**src/rtl/reg_bank_controller.sv**
```systemverilog
// reg_bank_controller
//   Decodes a level-held req/ack memory port onto a bank of NUMBER_REGISTERS
//   registers starting at BASE_ADDR. Writes take priority over reads, reads
//   complete RD_LATENCY cycles after acceptance, and unmapped or misaligned
//   addresses complete with an error flag instead of touching a slice.
//   Optional feature macro: REG_BANK_ERR_CNT_EN enables the saturating
//   decode-error counter on err_count; without it err_count is tied to 0.
module reg_bank_controller #(
   parameter int                    ADDR_WIDTH       = 32,
   parameter int                    DATA_WIDTH       = 32,
   parameter int                    NUMBER_REGISTERS = 10,
   parameter logic [ADDR_WIDTH-1:0] BASE_ADDR        = '0,
   parameter int                    RD_LATENCY       = 1,
   parameter logic [DATA_WIDTH-1:0] DECERR_DATA      = DATA_WIDTH'(32'h0BAD_CAFE)
) (
   input  logic                                     clk,
   input  logic                                     rst_n,
   input  logic                                     mem_w_req,
   input  logic [ADDR_WIDTH-1:0]                    mem_w_addr,
   input  logic [DATA_WIDTH-1:0]                    mem_w_data,
   input  logic [DATA_WIDTH/8-1:0]                  mem_w_strb,
   output logic                                     mem_w_ack,
   output logic                                     mem_w_err,
   input  logic                                     mem_r_req,
   input  logic [ADDR_WIDTH-1:0]                    mem_r_addr,
   output logic [DATA_WIDTH-1:0]                    mem_r_data,
   output logic                                     mem_r_ack,
   output logic                                     mem_r_err,
   output logic [NUMBER_REGISTERS-1:0]              reg_wr_en,
   output logic [DATA_WIDTH-1:0]                    reg_wr_data,
   output logic [DATA_WIDTH/8-1:0]                  reg_wr_strb,
   output logic [NUMBER_REGISTERS-1:0]              reg_rd_en,
   input  logic [NUMBER_REGISTERS*DATA_WIDTH-1:0]   reg_rd_data,
   output logic [15:0]                              err_count
);

   localparam int                    STRB_W    = DATA_WIDTH / 8;
   localparam int                    SHIFT     = $clog2(STRB_W);
   localparam logic [ADDR_WIDTH-1:0] LOW_MASK  = ADDR_WIDTH'(STRB_W - 1);
   localparam logic [ADDR_WIDTH-1:0] NREG_A    = ADDR_WIDTH'(NUMBER_REGISTERS);
   // READ_WAIT lasts RD_LATENCY-1 cycles; the counter holds the cycles left after the current one
   localparam logic [1:0]            WAIT_INIT = (RD_LATENCY > 1) ? 2'(RD_LATENCY - 2) : 2'd0;

   typedef enum logic [1:0] {IDLE, READ_WAIT, RESP} state_t;

   state_t                      state_reg;
   logic [1:0]                  wait_cnt_reg;
   logic [ADDR_WIDTH-1:0]       r_addr_reg;

   logic [ADDR_WIDTH:0]         w_diff;
   logic [ADDR_WIDTH:0]         r_diff;
   logic [ADDR_WIDTH-1:0]       w_off;
   logic [ADDR_WIDTH-1:0]       r_off;
   logic [ADDR_WIDTH-1:0]       r_addr_cur;
   logic                        w_hit;
   logic                        r_hit;
   logic [NUMBER_REGISTERS-1:0] w_sel;
   logic [NUMBER_REGISTERS-1:0] r_sel;
   logic [DATA_WIDTH-1:0]       r_slice;
   logic                        w_accept;
   logic                        r_accept;
   logic                        r_complete;

   // In IDLE the read decodes straight off the port so a one-cycle read needs no extra stage
   assign r_addr_cur = (state_reg == IDLE) ? mem_r_addr : r_addr_reg;

   // Borrow out of the subtraction flags addresses below the base without a constant compare
   assign w_diff = {1'b0, mem_w_addr} - {1'b0, BASE_ADDR};
   assign r_diff = {1'b0, r_addr_cur} - {1'b0, BASE_ADDR};
   assign w_off  = w_diff[ADDR_WIDTH-1:0];
   assign r_off  = r_diff[ADDR_WIDTH-1:0];

   assign w_hit = !w_diff[ADDR_WIDTH] && ((w_off >> SHIFT) < NREG_A) && ((w_off & LOW_MASK) == '0);
   assign r_hit = !r_diff[ADDR_WIDTH] && ((r_off >> SHIFT) < NREG_A) && ((r_off & LOW_MASK) == '0);

   // One-hot register selects, already qualified by a decode hit
   generate
      for (genvar gi = 0; gi < NUMBER_REGISTERS; gi++) begin : g_sel
         assign w_sel[gi] = w_hit && ((w_off >> SHIFT) == ADDR_WIDTH'(gi));
         assign r_sel[gi] = r_hit && ((r_off >> SHIFT) == ADDR_WIDTH'(gi));
      end
   endgenerate

   // AND-OR readback mux over the flattened slice bus
   always_comb begin
      r_slice = '0;
      for (int i = 0; i < NUMBER_REGISTERS; i++) begin
         if (r_sel[i]) begin
            r_slice = r_slice | reg_rd_data[i*DATA_WIDTH +: DATA_WIDTH];
         end
      end
   end

   // Acceptance and read completion; writes win when both requests are present
   assign w_accept   = (state_reg == IDLE) && mem_w_req && !mem_w_ack;
   assign r_accept   = (state_reg == IDLE) && !mem_w_req && mem_r_req && !mem_r_ack;
   assign r_complete = (r_accept && (RD_LATENCY == 1)) ||
                       ((state_reg == READ_WAIT) && (wait_cnt_reg == 2'd0));

   // Transaction FSM; every port-facing output is registered here and RESP is the ack cycle
   always_ff @(posedge clk or negedge rst_n) begin
      if (!rst_n) begin
         state_reg    <= IDLE;
         wait_cnt_reg <= 2'd0;
         r_addr_reg   <= '0;
         mem_w_ack    <= 1'b0;
         mem_w_err    <= 1'b0;
         mem_r_ack    <= 1'b0;
         mem_r_err    <= 1'b0;
         mem_r_data   <= '0;
         reg_wr_en    <= '0;
         reg_wr_data  <= '0;
         reg_wr_strb  <= '0;
         reg_rd_en    <= '0;
      end else begin
         mem_w_ack   <= 1'b0;
         mem_w_err   <= 1'b0;
         mem_r_ack   <= 1'b0;
         mem_r_err   <= 1'b0;
         reg_wr_en   <= '0;
         reg_wr_data <= '0;
         reg_wr_strb <= '0;
         reg_rd_en   <= '0;

         case (state_reg)
            IDLE: begin
               if (w_accept) begin
                  state_reg <= RESP;
                  mem_w_ack <= 1'b1;
                  mem_w_err <= !w_hit;
                  // An all-zero strobe completes cleanly but must not disturb any slice
                  if (w_hit && (|mem_w_strb)) begin
                     reg_wr_en   <= w_sel;
                     reg_wr_data <= mem_w_data;
                     reg_wr_strb <= mem_w_strb;
                  end
               end else if (r_accept) begin
                  r_addr_reg <= mem_r_addr;
                  if (RD_LATENCY > 1) begin
                     state_reg    <= READ_WAIT;
                     wait_cnt_reg <= WAIT_INIT;
                  end else begin
                     state_reg <= RESP;
                  end
               end
            end
            READ_WAIT: begin
               if (wait_cnt_reg == 2'd0) begin
                  state_reg <= RESP;
               end else begin
                  wait_cnt_reg <= wait_cnt_reg - 2'd1;
               end
            end
            RESP: begin
               state_reg <= IDLE;
            end
            default: begin
               state_reg <= IDLE;
            end
         endcase

         // Data is captured on this edge while the read-clear pulse lands in the ack cycle
         if (r_complete) begin
            mem_r_ack  <= 1'b1;
            mem_r_err  <= !r_hit;
            mem_r_data <= r_hit ? r_slice : DECERR_DATA;
            reg_rd_en  <= r_sel;
         end
      end
   end

`ifdef REG_BANK_ERR_CNT_EN
   logic        err_event;
   logic [15:0] err_cnt_reg;

   assign err_event = (w_accept && !w_hit) || (r_complete && !r_hit);

   // Saturating decode-error counter, updated on the same edge that raises the error ack
   always_ff @(posedge clk or negedge rst_n) begin
      if (!rst_n) begin
         err_cnt_reg <= 16'd0;
      end else if (err_event && (err_cnt_reg != 16'hFFFF)) begin
         err_cnt_reg <= err_cnt_reg + 16'd1;
      end
   end

   assign err_count = err_cnt_reg;
`else
   assign err_count = 16'd0;
`endif

endmodule

```
**config.mk**
```make
export PLATFORM = sky130hd
export DESIGN_NAME = reg_bank_controller
export DESIGN_NICKNAME = d
export VERILOG_FILES = /design/src/rtl/reg_bank_controller.sv
export SDC_FILE = /design/constraint.sdc
export NUM_CORES = 1
export LEC_CHECK = 0
export CELL_PAD_IN_SITES_DETAIL_PLACEMENT = 0
export CELL_PAD_IN_SITES_GLOBAL_PLACEMENT = 1
export CORE_AREA = 8 8 200 202
export CTS_CLUSTER_DIAMETER = 40
export DETAILED_ROUTE_END_ITERATION = 10
export DIE_AREA = 0 0 208 210
export HOLD_SLACK_MARGIN = 0.1
export PLACE_DENSITY_LB_ADDON = 0.1
export REMOVE_ABC_BUFFERS = 1
export SLEW_MARGIN = 20
export SYNTH_ARGS = -nofsm -noshare
export SYNTH_HDL_FRONTEND = slang
export SYNTH_SLANG_ARGS = --single-unit
```
**constraint.sdc**
```tcl
create_clock -name clk -period 2.19 [get_ports clk]
set_clock_uncertainty 0.15 [all_clocks]
set_input_delay 0.3285 -clock clk [delete_from_list [all_inputs] [get_ports clk]]
set_output_delay 0.3285 -clock clk [all_outputs]
set_load 0.005 [all_outputs]
```
==> results.yml, run 1 <==
drt:
  detail-route-antenna-nets: 0
  drt_iter0_markers: 649
  detail_route.drc_violations: 0
  via_density_per_instance: 4.80
  route.vias.total: 9100
  wl_per_cell_um: 25.4
  totalWireLength_um: 48100
  detail_route.first_pass.iterations: 9
floorplan:
  fp-row-count: 71
  die_area_sq_um: 43700
  floorplan.io_pins: 532
  start_util: 0.195
  floorplan.die.width_um: 208
  die_h_um: 210
  core_sq_um: 37000
clock_tree:
  clock_insertion_delay_worst_skew_ns: 0.43
  root_buffer: "sky130_fd_sc_hd__clkbuf_16"
  cts.htree.levels: 4
  cts_tree: "yes"
  cts.sinks: 125
  num_cts_buffers: 17
  clkSlewWorstSetupHoldPaths_ns: 0.07
  clock_path_buffers: 2
logic_synthesis:
  post_synth_instance_area_sq_um: 7190
  netlist.area_leader.share: 0.435
  synthesis.yosys.warnings: 0
  synth.largest_area_cell: "sky130_fd_sc_hd__dfrtp_1"
  ys_async_sr_fraction: 1.00
  post_synth_inst_count: 800
  syn-mean-instance-area_sq_um: 8.99
  synth_cell_type_count: 56
  leading_cell_types_by_total_area_after_synthesis: "sky130_fd_sc_hd__dfrtp_1 44%, sky130_fd_sc_hd__nand2_1 7.0%, sky130_fd_sc_hd__a222oi_1 5.8%"
  ys_dominant_reg_cell: "sky130_fd_sc_hd__dfrtp_1"
  synth_seq_cells: 125
  sequential_area_share_after_synthesis: 0.435
  synth_enable_flop_cells: 0
hold_path:
  hold_path.class: "primary input to asynchronous set/reset pin"
timing:
  layout_min_cycle_time_ns: 2.44
  timing_worst_slew_pin_value_ns: 0.526
  timing_hold_violations_final: 0
  report.final.setup_viol: 36
  max_freq_mhz: 410
  post-route-period-util: 1.11
  slew_headroom: 0.649
  setup_ws_ns: -0.246
  final_slew_violations: 0
  rsz0062_at_grt: "true"
grt:
  largest_net_degree_at_the_start_of_global_routing: 55
  global_route.usage.met3: 0.0760
  most_heavily_used_metal_layer_in_global_routing: "met2"
  grt_util_met1: 0.241
  overflow: 0
  first_global_vias: 9620
  antenna_violations_before_repair: 10
  grt_pass1_wl_um: 66900
  use_met2: 0.348
  grt_util_all_layers: 0.205
critical_path:
  critPathArrivalTime_ns: 2.59
  worst-r2r-setup-slack_ns: -0.25
  worst_setup_path_start_kind: "flip-flop"
  timing.critical_path.to_type: "flip-flop"
  crit-reg2reg-launch: "state_reg[1]"
  worst_ep_required_time_ns: 2.35
  critPathKind: "flip-flop to flip-flop"
  path_max_fanout: 10
  reg2reg_depth: 11
  r2r-end: "mem_r_data[2]"
final_layout:
  final_cell_area_sq_um: 15200
  post_route_cells_drive_above_1_share: 0.183
  area.growth.synth_to_final_pct: 112
  commonest_cells_after_routing_fill_and_taps_aside: "513 x sky130_fd_sc_hd__clkdlybuf4s50_1, 132 x sky130_fd_sc_hd__nand2_1, 124 x sky130_fd_sc_hd__dfrtp_1"
  leading_cell_type_in_the_layout_fill_and_taps_excluded: "sky130_fd_sc_hd__clkdlybuf4s50_1"
  layout.nets: 1825
power:
  p_leak_nw: 6.20
  worst_ir_drop_vdd_mv: 0.414
  p_per_area_nw_per_um2: 545
run:
  max_cap_violations: 0
run_status:
  outcome: "complete, but fails checks"
  failed_checks: "negative setup slack"
placed_design:
  dpl-instance-area_sq_um: 13700
  detailed_place_hpwl_um: 36800
  dp_slack_ns: -0.748
  port-buffer-count: 515
  place.gp.congestion: 0.834
[metrics by stage]
stage	power (mW)	cells	setup TNS, ns	hold WS, ns	util
floorplan	3.46	726	-141.21	-0.117	-
global placement	5.19	1829	-52.57	0.153	0.372
detailed placement	5.19	1829	-55.06	0.156	0.372
CTS	8.32	1877	-6.14	0.265	0.399
global route	8.72	1893	-9.89	0.273	0.412
finish	8.30	1894	-5.85	0.250	0.412
[layout make-up]
class                   count  area (sq um)
diodes                      6          15.0
clock buffers              18           439
clock inverters            14           148
fillers                  3770         21700
inverters                   8          37.5
multi-input cells         593          4040
flip-flops and latches    125          3130
well taps                 474           593
repair buffers            656          6820
[Yosys cell counts, drive strengths merged (2+ instances only)]
library cell / instances
or4: 8
dfrtp: 125
nor3b: 6
o21ai: 9
nor2b: 2
a2111oi: 2
o32ai: 2
nor3: 21
and2: 38
a211oi: 7
or3b: 2
a22oi: 49
or3: 2
nor2: 46
a21oi: 38
a31oi: 31
clkbuf: 50
o211ai: 2
inv: 7
nand3: 34
a222oi: 42
buf: 39
a22o: 44
nand2: 134
and3: 15
nor4: 12
o21a: 2
a32oi: 12
o31ai: 6
[worst max-delay path, stage by stage (launching register included)]
cell and delay (ns):
sky130_fd_sc_hd__dfrtp_2 0.43, sky130_fd_sc_hd__buf_6 0.13, sky130_fd_sc_hd__buf_16 0.14, sky130_fd_sc_hd__nand2_4 0.06, sky130_fd_sc_hd__o32ai_4 0.08, sky130_fd_sc_hd__buf_12 0.16
sky130_fd_sc_hd__buf_12 0.14, sky130_fd_sc_hd__a222oi_1 0.50, sky130_fd_sc_hd__buf_4 0.20, sky130_fd_sc_hd__nand2_2 0.06, sky130_fd_sc_hd__a22oi_2 0.16, sky130_fd_sc_hd__a31oi_1 0.10
[cells by family after synthesis]
| group | after synthesis | synth area share |
|---|---|---|
| DFF | 125 | 0.435 |
| AOI/OAI and AO/OA | 251 | 0.273 |
| buffers and inverters | 97 | 0.0675 |
| and+or+nand+nor | 325 | 0.222 |
| muxes | 1 | 0.00157 |
| other | 1 | 0.000522 |
[power breakdown]
group          switching, mW  internal (mW)  total (mW)  leakage, nW
registers              0.111           2.48        2.59         1.59
logic                   1.26           1.56        2.82         4.32
clock network           1.26           1.64        2.89        0.287
total                   2.63           5.67        8.30         6.20
[what timing repair did]
item,in CTS,in global routing
hold buffers,1,0
setup buffers,13,4
setup endpoints to repair,103,99
gates cloned,3,9
gates resized for setup,57,53
pin swaps,23,36
hold endpoints to repair,42,0
[layer usage]
metal | wire length, um | up-vias
li1 | - | 4217
met4 | 891 | 8
met3 | 4080 | 48
met5 | 64 | -
met2 | 23600 | 397
met1 | 19500 | 4430
[worst max-delay path by stage]
stage                              start             end  slack (ns)  cells past startpoint
after floorplan             state_reg[1]  mem_r_data[11]       -2.60                      5
after global placement    mem_r_addr[17]  mem_r_data[23]       -0.67                      7
after detailed placement  mem_r_addr[17]  mem_r_data[23]       -0.75                      7
after CTS                   state_reg[1]  mem_r_data[22]       -0.22                     12
after global routing        state_reg[1]  mem_r_data[13]       -0.32                     11
final                       state_reg[1]   mem_r_data[2]       -0.25                     11
(Power assumes the default switching activity.)
==> run 2: changes to the inputs <==
- CORE_AREA: 8 8 200 202 -> 2 2 207 209
- CTS_BUF_LIST: default -> sky130_fd_sc_hd__clkbuf_8
- DIE_AREA: 0 0 208 210 -> 0 0 209 211
- HOLD_SLACK_MARGIN: 0.1 -> 0.08
==> results.yml, run 2 (synthesis results as in run 1) <==
run_status:
  failed_checks: "negative setup slack"
  outcome: "complete, but fails checks"
clock_tree:
  num_cts_buffers: 17
  clock_insertion_delay_worst_skew_ns: 0.48
  cts_tree: "yes"
  cts.htree.levels: 4
  cts.sinks: 125
  clock_path_buffers: 2
  root_buffer: "sky130_fd_sc_hd__clkbuf_8"
  clkSlewWorstSetupHoldPaths_ns: 0.08
drt:
  via_density_per_instance: 4.63
  detail_route.drc_violations: 0
  drt_iter0_markers: 466
  detail-route-antenna-nets: 0
  detail_route.first_pass.iterations: 7
  route.vias.total: 9193
  wl_per_cell_um: 24.8
  totalWireLength_um: 49200
power:
  internal_power_mw: 5.19
  p_leak_nw: 6.28
  p_per_area_nw_per_um2: 500
  switching_component_of_the_power_mw: 2.53
  total_power_after_layout_mw: 7.71
  power_frac_seq: 0.336
  worst_ir_drop_vdd_mv: 0.366
  power_switching_share: 0.328
  combPwrFrac: 0.395
  clockPowerShare: 0.269
floorplan:
  die_h_um: 211
  core_sq_um: 41800
  floorplan.die.width_um: 209
  start_util: 0.172
  floorplan.io_pins: 532
  die_area_sq_um: 44100
  fp-row-count: 75
critical_path:
  critPathArrivalTime_ns: 2.77
  path_delay_family: "compound AO/OA/AOI/OAI gates"
  path_max_fanout: 6
  critical_path.max_stage_delay_ns: 0.44
  critPathKind: "flip-flop to flip-flop"
  timing.critical_path.slowest_stage_cell: "sky130_fd_sc_hd__dfrtp_2"
  crit_path_cell_trace: "buf_12 -> buf_8 -> a32o_4 -> buf_6 -> a222oi_1 -> buf_4 -> nor2_2 -> a2111oi_2 -> a21oi_1"
  worst_setup_path_start_kind: "flip-flop"
  cp_num_buf_inv: 4
  worst_ep_required_time_ns: 2.40
  timing.critical_path.to_type: "flip-flop"
timing:
  report.final.setup_viol: 43
  timing_hold_violations_final: 0
  final_slew_violations: 0
  max_freq_mhz: 391
  setup_ws_ns: -0.369
  timing_worst_slew_pin_value_ns: 0.631
  slew_headroom: 0.580
  layout_min_cycle_time_ns: 2.56
  rsz0062_at_grt: "true"
  post-route-period-util: 1.17
  worst_hold_slack_ns: 0.241
final_layout:
  commonest_cells_after_routing_fill_and_taps_aside: "514 x sky130_fd_sc_hd__clkdlybuf4s50_1, 133 x sky130_fd_sc_hd__nand2_1, 123 x sky130_fd_sc_hd__dfrtp_1"
  post_route_cells_drive_above_1_share: 0.218
  layout.nets: 1859
  area.growth.synth_to_final_pct: 114
  instances_no_fill: 1987
  leading_cell_type_in_the_layout_fill_and_taps_excluded: "sky130_fd_sc_hd__clkdlybuf4s50_1"
  post_layout_utilization_of_the_core: 0.369
  ff_latch_area_sq_um: 3130
  final.fill_count: 4283
  multi_input_area_sq_um: 4150
placed_design:
  detailed_place_hpwl_um: 37600
  port-buffer-count: 515
  place.gp.congestion: 0.791
  dp_cells: 1912
grt:
  largest_net_degree_at_the_start_of_global_routing: 54
  grt_util_all_layers: 0.212
  first_global_vias: 9603
  grt_pass1_wl_um: 67100
  overflow: 0
  antenna_violations_before_repair: 5
run:
  max_cap_violations: 0
hold_path:
  hold_path.class: "primary input to asynchronous set/reset pin"
==> run 2: cell types whose count changed in the layout (fill, tap and decap cells not counted), sizes merged <==
cell	previous run	this run
clkbuf	25	23
bufinv	1	2
buf	134	170
inv	16	10
clkinv	4	6
clkdlybuf4s50	513	514
dlymetal6s2s	1	0
diode	6	1
clkinvlp	1	3
==> run 2: worst paths after layout <==
kind	startpoint	to	slack (ns)	depth (start not counted)
max	state_reg[1]	mem_r_data[11]	-0.37	9
min	rst_n	reg_wr_en[3]	0.24	2
max reg2reg	state_reg[1]	mem_r_data[11]	-0.37	9
min reg2reg	r_addr_reg[28]	r_addr_reg[28]	0.33	2
max in group asynchronous	rst_n	reg_wr_data[31]	0.92	3
min in group clk	mem_w_data[24]	reg_wr_data[24]	0.25	2
==> run 2: power by group through the flow <==
| stage | Sequential, mW | Combinational (mW) | Clock, mW |
|---|---|---|---|
| after global placement | 2.63 | 2.76 | 0 |
| after global routing | 2.62 | 3.28 | 2.26 |
| after detailed placement | 2.63 | 2.75 | 0 |
| final | 2.59 | 3.05 | 2.07 |
| after floorplan | 2.61 | 0.851 | 0 |
| after CTS | 2.59 | 2.96 | 2.16 |
==> run 2: final cells by class <==
type | instances | share of cell area
Timing Repair Buffer | 690 | 0.458
Multi-Input combinational cell | 593 | 0.269
Sequential cell | 125 | 0.203
Tap cell | 539 | 0.0437
Clock buffer | 18 | 0.0161
Clock inverter | 13 | 0.00812
Inverter | 8 | 0.00195
Antenna cell | 1 | 0.000162
==> run 2: metal layers <==
layer,part of all wire,track usage
met5,0.00026,0
met1,0.39,0.239
met4,0.0099,0.0409
met2,0.52,0.387
met3,0.079,0.0720
==> run 2: repair_timing <==
| item | in CTS | in global routing |
|---|---|---|
| setup endpoints to repair | 45 | 46 |
| pin swaps | 25 | 60 |
| gates cloned | 2 | 7 |
| hold endpoints to repair | 50 | 0 |
| buffers inserted | 28 | 11 |
| resized for setup | 51 | 81 |
| hold buffers | 1 | 0 |
==> run 2: stage by stage <==
step                      TNS, ns  setup WS, ns  area [sq um]
after floorplan           -141.21         -2.60          6790
after global placement     -49.54        -0.830         14000
after detailed placement   -48.95        -0.838         14000
after CTS                   -9.87        -0.331         14900
after global routing       -14.37        -0.425         15400
final                      -10.58        -0.369         15400
==> run 3: changes to the inputs <==
- ABC_AREA: default -> 1
- CORE_AREA: 2 2 207 209 -> 2 2 209 211
- DIE_AREA: 0 0 209 211 -> 0 0 211 213
==> results.yml, run 3 <==
placed_design:
  dp_cells: 2418
  dpl-instance-area_sq_um: 15300
  detailed_place_hpwl_um: 35900
  place.gp.congestion: 0.838
  port-buffer-count: 515
critical_path:
  reg2reg_depth: 17
  crit-reg2reg-launch: "state_reg[1]"
  r2r-end: "mem_r_data[14]"
  critPathArrivalTime_ns: 2.70
  worstSetupStartpoint: "state_reg[1]"
  critPathKind: "flip-flop to flip-flop"
  timing.critical_path.to: "mem_r_data[14]"
  path_max_fanout: 7
  timing.critical_path.to_type: "flip-flop"
  worst_ep_required_time_ns: 2.45
  worst_setup_path_start_kind: "flip-flop"
  worst-r2r-setup-slack_ns: -0.24
timing:
  layout_min_cycle_time_ns: 2.43
  slew_headroom: 0.576
  final_slew_violations: 0
  report.final.setup_viol: 34
  setup_ws_ns: -0.245
  max_freq_mhz: 411
  post-route-period-util: 1.11
  timing_worst_slew_pin_value_ns: 0.636
  timing_hold_violations_final: 0
  rsz0062_at_grt: "true"
clock_tree:
  root_buffer: "sky130_fd_sc_hd__clkbuf_8"
  cts.sinks: 125
  cts.htree.levels: 4
  num_cts_buffers: 17
  cts_tree: "yes"
  clkSlewWorstSetupHoldPaths_ns: 0.09
  clock_insertion_delay_worst_skew_ns: 0.48
  clock_path_buffers: 2
grt:
  grt_pass1_wl_um: 67000
  antenna_violations_before_repair: 2
  grt_util_all_layers: 0.200
  overflow: 0
  largest_net_degree_at_the_start_of_global_routing: 55
  first_global_vias: 11100
final_layout:
  post_route_cells_drive_above_1_share: 0.154
  final_cell_area_sq_um: 16700
  leading_cell_type_in_the_layout_fill_and_taps_excluded: "sky130_fd_sc_hd__clkdlybuf4s50_1"
  commonest_cells_after_routing_fill_and_taps_aside: "514 x sky130_fd_sc_hd__clkdlybuf4s50_1, 249 x sky130_fd_sc_hd__nand2_1, 246 x sky130_fd_sc_hd__nand3_1"
  layout.nets: 2354
  area.growth.synth_to_final_pct: 93.1
  post_layout_utilization_of_the_core: 0.391
  instances_no_fill: 2491
floorplan:
  die_area_sq_um: 44900
  die_h_um: 213
  floorplan.die.width_um: 211
  start_util: 0.202
  fp-row-count: 76
  floorplan.io_pins: 532
  core_sq_um: 42700
logic_synthesis:
  syn-mean-instance-area_sq_um: 6.56
  synth.largest_area_cell: "sky130_fd_sc_hd__dfrtp_1"
  synth_enable_flop_cells: 0
  post_synth_inst_count: 1316
  synth_cell_type_count: 36
  synth_seq_cells: 125
  netlist.area_leader.share: 0.362
  post_synth_instance_area_sq_um: 8630
  ys_dominant_reg_cell: "sky130_fd_sc_hd__dfrtp_1"
  synthesis.yosys.warnings: 0
  sequential_area_share_after_synthesis: 0.362
  post_synth_most_frequent_cells: "264 x sky130_fd_sc_hd__nand2_1, 264 x sky130_fd_sc_hd__nand3_1, 257 x sky130_fd_sc_hd__nor2_1, 134 x sky130_fd_sc_hd__inv_1, 125 x sky130_fd_sc_hd__dfrtp_1"
  ys_async_sr_fraction: 1.00
  leading_cell_types_by_total_area_after_synthesis: "sky130_fd_sc_hd__dfrtp_1 36%, sky130_fd_sc_hd__nand3_1 15%, sky130_fd_sc_hd__nand2_1 11%"
drt:
  via_density_per_instance: 4.39
  detail_route.first_pass.iterations: 5
  totalWireLength_um: 47100
  drt_iter0_markers: 534
  wl_per_cell_um: 18.9
  detail-route-antenna-nets: 0
  detail_route.drc_violations: 0
  route.vias.total: 10900
power:
  worst_ir_drop_vdd_mv: 0.341
  p_per_area_nw_per_um2: 414
  p_leak_nw: 7.45
run:
  max_cap_violations: 0
hold_path:
  hold_path.class: "primary input to flip-flop"
run_status:
  outcome: "complete, but fails checks"
  failed_checks: "negative setup slack"
==> run 3: changes by cell type after synthesis, moves of 44 or more <==
cell | previous run | this run
sky130_fd_sc_hd__a22o_1 | 44 | 0
sky130_fd_sc_hd__a22oi_1 | 49 | 0
sky130_fd_sc_hd__inv_1 | 6 | 134
sky130_fd_sc_hd__nand2_1 | 134 | 264
sky130_fd_sc_hd__nand3_1 | 34 | 264
sky130_fd_sc_hd__nor2_1 | 41 | 257
==> run 3: cell families (layout without fill, tap and decap cells) <==
group           Yosys count  count (layout)  share of synthesized area
compound gates           68              68                     0.0525
buf+inv                 230             842                      0.119
flops                   125             125                      0.362
other cells               1              18                   0.000434
simple gates            892             892                      0.465
==> run 3: worst min-delay path by stage <==
stage / start / end / slack [ns] / cells after the start
floorplan: rst_n / mem_r_ack / -0.12 / 0
global placement: rst_n / mem_r_data[1] / 0.21 / 1
detailed placement: rst_n / mem_r_data[1] / 0.22 / 1
CTS: mem_w_data[30] / reg_wr_data[30] / 0.16 / 3
global route: mem_w_data[25] / reg_wr_data[25] / 0.18 / 3
finish: mem_w_data[4] / reg_wr_data[4] / 0.22 / 3
==> run 3: area by class of cell <==
| type | count | area [sq um] |
|---|---|---|
| clock inverters | 14 | 170 |
| repair buffers | 670 | 7020 |
| multi-input cells | 976 | 4890 |
| diodes | 2 | 5.00 |
| well taps | 546 | 683 |
| fillers | 4473 | 26000 |
| flip-flops and latches | 125 | 3130 |
| clock buffers | 18 | 248 |
| inverters | 140 | 526 |
==> run 3: through the flow <==
stage / hold slack [ns] / setup TNS, ns / power [mW] / worst slack [ns]
after floorplan: -0.117 / -228.49 / 3.20 / -3.58
after global placement: 0.212 / -18.43 / 4.58 / -0.569
after detailed placement: 0.218 / -19.19 / 4.59 / -0.592
after CTS: 0.164 / -7.65 / 7.00 / -0.280
after global routing: 0.178 / -12.01 / 7.33 / -0.375
final: 0.218 / -6.44 / 6.91 / -0.245
==> run 3: critical path: stages, from the launching register on <==
cell                      delay (ns)
sky130_fd_sc_hd__dfrtp_2        0.46
sky130_fd_sc_hd__buf_8          0.16
sky130_fd_sc_hd__o21ai_4        0.14
sky130_fd_sc_hd__buf_4          0.13
sky130_fd_sc_hd__nand2_2        0.05
sky130_fd_sc_hd__nand2_2        0.07
sky130_fd_sc_hd__nand3_2        0.08
sky130_fd_sc_hd__nor2_4         0.16
sky130_fd_sc_hd__buf_4          0.13
sky130_fd_sc_hd__buf_6          0.09
sky130_fd_sc_hd__buf_12         0.12
sky130_fd_sc_hd__buf_4          0.12
sky130_fd_sc_hd__buf_4          0.10
sky130_fd_sc_hd__nand3_1        0.05
sky130_fd_sc_hd__and2_0         0.15
sky130_fd_sc_hd__nand3_1        0.09
sky130_fd_sc_hd__nor2_1         0.04
sky130_fd_sc_hd__nor2_1         0.07
==> run 3: what timing repair did <==
| item | in CTS | in global routing |
|---|---|---|
| gates resized for setup | 59 | 65 |
| endpoints found under the hold margin | 45 | 0 |
| hold buffers | 1 | 0 |
| buffers inserted | 15 | 14 |
| gates cloned | 3 | 7 |
| endpoints found under the setup margin | 39 | 42 |
| pin swaps | 13 | 38 |
==> run 3: power by group <==
group / switching, mW / internal, mW
Clock: 1.08 / 1.16
Sequential: 0.0835 / 2.48
Combinational: 0.940 / 1.17
==> run 3: per-layer routing <==
metal,vias to the layer above,GRT usage,wire (um)
li1,5425,-,-
met1,5074,0.236,19300
met2,389,0.346,22900
met3,50,0.0713,3940
met4,2,0.0512,871
met5,-,0,15
